## src/rtl/eth_nibble_packer.sv

```systemverilog
// Turns MII nibble beats or GMII byte beats into a byte-valid stream.
// Ports:
//   clk_i, reset_n_i : clock, asynchronous active-low reset
//   byte_mode_i      : 1 = each beat is a byte, 0 = each beat is a nibble
//   beat_v_i         : beat valid
//   data_i           : beat data ([3:0] only in nibble mode)
//   flush_i          : drop any pending half byte
//   byte_v_o/byte_o  : completed byte (combinational, same cycle as its last beat)
//   half_o           : a low nibble is pending
module eth_nibble_packer (
  input  logic       clk_i,
  input  logic       reset_n_i,
  input  logic       byte_mode_i,
  input  logic       beat_v_i,
  input  logic [7:0] data_i,
  input  logic       flush_i,
  output logic       byte_v_o,
  output logic [7:0] byte_o,
  output logic       half_o
);

  logic       half_q, half_d;
  logic [3:0] low_q, low_d;

  always_comb begin
    byte_v_o = 1'b0;
    byte_o   = data_i;
    half_d   = half_q;
    low_d    = low_q;
    if (flush_i) begin
      half_d = 1'b0;
    end else if (beat_v_i) begin
      if (byte_mode_i) begin
        byte_v_o = 1'b1;
      end else if (!half_q) begin
        half_d = 1'b1;
        low_d  = data_i[3:0];
      end else begin
        // Low nibble arrives first on the wire
        half_d   = 1'b0;
        byte_v_o = 1'b1;
        byte_o   = {data_i[3:0], low_q};
      end
    end
  end

  always_ff @(posedge clk_i or negedge reset_n_i) begin
    if (!reset_n_i) begin
      half_q <= 1'b0;
      low_q  <= 4'h0;
    end else begin
      half_q <= half_d;
      low_q  <= low_d;
    end
  end

  assign half_o = half_q;

endmodule

```

## config.mk

```make
export PLATFORM = sky130hd
export DESIGN_NAME = eth_nibble_packer
export DESIGN_NICKNAME = d
export VERILOG_FILES = /design/src/rtl/eth_nibble_packer.sv
export SDC_FILE = /design/constraint.sdc
export NUM_CORES = 1
export LEC_CHECK = 0
export BUFFER_PORTS_ARGS = -buffer_cell sky130_fd_sc_hd__buf_2
export CORE_AREA = 2 2 39 41
export CTS_CLUSTER_DIAMETER = 60
export DETAILED_ROUTE_END_ITERATION = 8
export DIE_AREA = 0 0 41 43
export PLACE_DENSITY = 0.57
export SKIP_CTS_REPAIR_TIMING = 1
export SLEW_MARGIN = 20
export SYNTH_ARGS = -nofsm -noshare
export SYNTH_HDL_FRONTEND = slang
export SYNTH_SLANG_ARGS = --single-unit
```

## constraint.sdc

```tcl
create_clock -name clk_i -period 3.1 [get_ports clk_i]
set_input_delay 0.31 -clock clk_i [delete_from_list [all_inputs] [get_ports clk_i]]
set_output_delay 0.31 -clock clk_i [all_outputs]
set_load 0.02 [all_outputs]
```

# Yosys cells after proc, flatten, opt, wreduce, memory -nomap -nowiden
# Index checks and enable logic that the tools add are counted.
# classes
n_eq_ne,1
muxes,12
n_bitwise,3
reduce_logical,3
# op_table
cell,count
8-bit 2-to-1 mux,4
1-bit 2-to-1 mux,8
4-bit AND reduction,1
1-bit NOT,3
2-bit by 1-bit inequality test with 1-bit output (second input constant),1
2-bit AND reduction,1
2-bit nonzero test,1
# word_totals
register_bits,5
in_bits,13
out_inout_bits,10
word_cells,21

# Logic depth before layout (Yosys ltp)
# logic_depth
word_depth,4
ltp_mapped,3
ltp_nobuf,3

# Worst setup path after synthesis
# No wires, ideal clock.
# synth_timing
path_type,reg2out
start,"register half_q, in the netlist half_o"
end,output byte_o[0]
t_arrival_ps,1329
t_required_ps,2790
setup_slack_ps,1461
stages_incl_launch_ff,3
path_buffers,0
cell_sequence,dfrtp_1 > nor3b_4 > mux2_2
# synth_between
elab_chain_len,4
# synth_lines
element,line,rtl
from (decl),22,"logic half_q, half_d;"
from (signal assigned),52,half_q <= half_d;
8-bit 2-to-1 mux,35,end else if (!half_q) begin
8-bit 2-to-1 mux,33,if (byte_mode_i) begin
8-bit 2-to-1 mux,32,end else if (beat_v_i) begin
8-bit 2-to-1 mux,30,if (flush_i) begin
to (decl),18,"output logic [7:0] byte_o,"
# Every way passes these cells.

# Final worst setup path
# layout_timing
start,"register half_q, in the netlist half_o"
end,output byte_o[3]
# Same word-level chain as after synthesis.

==> metrics <==
Worst R2R Start=half_o$_DFFE_PN0P_; Reg2Reg Depth=2; Hold Crit Class=input port to flop; EDFF count, synth=0; largest net degree at the start of global routing=9; top-count cell post-synth=mux2_2; clock root buffer=clkbuf_4; vias in the first global route=roughly 230; Final GP Congestion=0.6379; top post-synthesis cells by area=mux2_2 41%, dfrtp_1 38%, nor3b_4 5.7%; core area=0.001384 mm²; clk sinks=5; RR Endpoint=low_q[2]$_DFFE_PN0P_; Worst R2R Setup Slack=1.80 ns; vias per inst=4.235; worst skew pair latency=0.25 ns; area grow syn2layout=50.57%; Comb pwr share=0.258; clock power share=0.353; drt pass-1 iters=3; DRT iter0 DRCs=6; Antenna Nets Post-Route=0; Final Hold Vio Count=0; Worst-path clk slew=0.05 ns; Worst Setup End Kind=output pin; die area=0.001763 mm²; Max Cap Violations=0; internal power=157.8 µW; antenna violations before repair=0; Crit path arrival time=1.64 ns; synthesized cell area=329.1 µm²; hpwl dp=538.9 µm; VDD IR max=281.2 µV; post-layout min period=1.952 ns; sequential share of power=0.390; Yosys warnings=0; wire per inst=9.441 µm; CTS max path bufs=2; final critical-path share of the clock period=0.6297; CP startpoint kind=flop; diode count=0; Critical Path Sink=byte_o[3]; switching part of the total=0.2805; RSZ-0062 raised after global routing=no; ratio of cells with drive above 1 in the final layout=0.7692; worst-margin pin slew=0.4252 ns; Initial Utilization=0.2378; status=finished clean; Final #Nets=66; Via Count=288; setup TNS=0 ns; TritonCTS Buffers=3; DIE WIDTH=just over 40 µm; Async S/R FF share, synth=1.000; area leader, netlist=mux2_2; Congestion Overflow GR=0; synthesized flop and latch total=5; post-synthesis sequential area ratio=0.3802; syn nets=38; leak pwr=0.2408 nW; Crit Path Max Fanout=8; # H-tree levels=1; critical path type=flop to output pin; CTS tree=done; Most used DFF post-synth=dfrtp_1; final setup margin=1.148 ns; post-synth cell types=8; CP Launch Point=half_o$_DFFE_PN0P_; final WL=642 µm; Clock Skew=about 0.0077 ns; Power Density=442.6 mW/mm²; Sw Pwr=61.51 µW; global-route wire length before repair=972 µm; Ports=23; Synth top area share=0.4106; WP data required=between 2 and 3 ns; Max-slew headroom=0.7162; # DRC=0; worst slack, placed=1.273 ns; post-synthesis instance total=25; All-Layer GR Usage=0.09413; final setup fails=0; Synth top cells by count=12 x mux2_2, 5 x dfrtp_1, 3 x nor2_1; Syn Area/Cell=roughly 13 µm²; fmax=0.5123 GHz; fin. max-slew vios=0; IO buf count=22; Site Rows=14; Die H=43 µm
## sequential cells by signal, indices dropped and copies added, names as in the netlist
register  count
low_q         4
half_o        1
## power groups by stage
stage	registers (mW)	logic, mW	clock network [mW]
final	0.0854	0.0565	0.0774
after global routing	0.0871	0.0615	0.0883
after CTS	0.0854	0.0566	0.0817
after detailed placement	0.0864	0.0564	0
after global placement	0.0861	0.0554	0
after floorplan	0.0860	0.0353	0
## critical path, cell delays in order, from the launching register on
cell	delay, ns
dfrtp_1	0.42
nor3b_4	0.43
mux2_2	0.38
buf_2	0.16
## metal layers
metal  vias to the layer above  track usage  routed length, µm
met3                         2      0.09424                 53
met2                        13       0.1281                326
met4                         0      0.06000                 12
met1                       129      0.08251                250
met5                         -            0                  0
li1                        144            -                  -
## final cells by class
cell class | instances | area (µm²)
Multi-Input combinational cell | 20 | 203.9
Fill cell | 152 | 888.4
Sequential cell | 5 | 125.1
Clock buffer | 4 | 26.28
Timing Repair Buffer | 23 | 120.1
Tap cell | 16 | 20.02
## how the worst min path moves through the flow
stage,start,cells after the start,slack (ns),endpoint
after floorplan,reset_n_i,0,0.01,half_o$_DFFE_PN0P_
after global placement,reset_n_i,1,0.13,half_o$_DFFE_PN0P_
after detailed placement,reset_n_i,1,0.13,half_o$_DFFE_PN0P_
after CTS,reset_n_i,1,-0.14,half_o$_DFFE_PN0P_
after global routing,flush_i,2,0.23,half_o$_DFFE_PN0P_
final,flush_i,2,0.23,half_o$_DFFE_PN0P_
## cell usage in the layout, fill, tap and decap left out
master          n
nand2b_4        1
nor3b_4         1
mux2_2         12
clkbuf_1        1
clkbuf_4        3
nor2b_1         1
dfrtp_1         5
xnor2_1         1
nor2_1          3
buf_2          22
dlygate4sd3_1   1
nor3_2          1
## through the flow
step           std cells  hold WS [ns]  cell area (µm²)  utilization  power (mW)
2_1_floorplan         25       0.01441            329.1            -      0.1213
3_3_place_gp          63        0.1299            459.2       0.3318      0.1416
3_5_place_dp          63        0.1298            459.2       0.3318      0.1428
4_1_cts               67       -0.1429            485.5       0.3508      0.2237
5_1_grt               68        0.2336            495.5       0.3580      0.2370
6_report              68        0.2269            495.5       0.3580      0.2193
## cell families (layout without fill, tap and decap cells)
group	count (synthesis)	in the layout	synth area share
muxes	12	12	0.4106
and+or+nand+nor	7	7	0.1825
DFF	5	5	0.3802
xor gates and xnor gates	1	1	0.02662
buffers and inverters	0	27	0
Note: power is estimated with default switching activity, not from simulation.
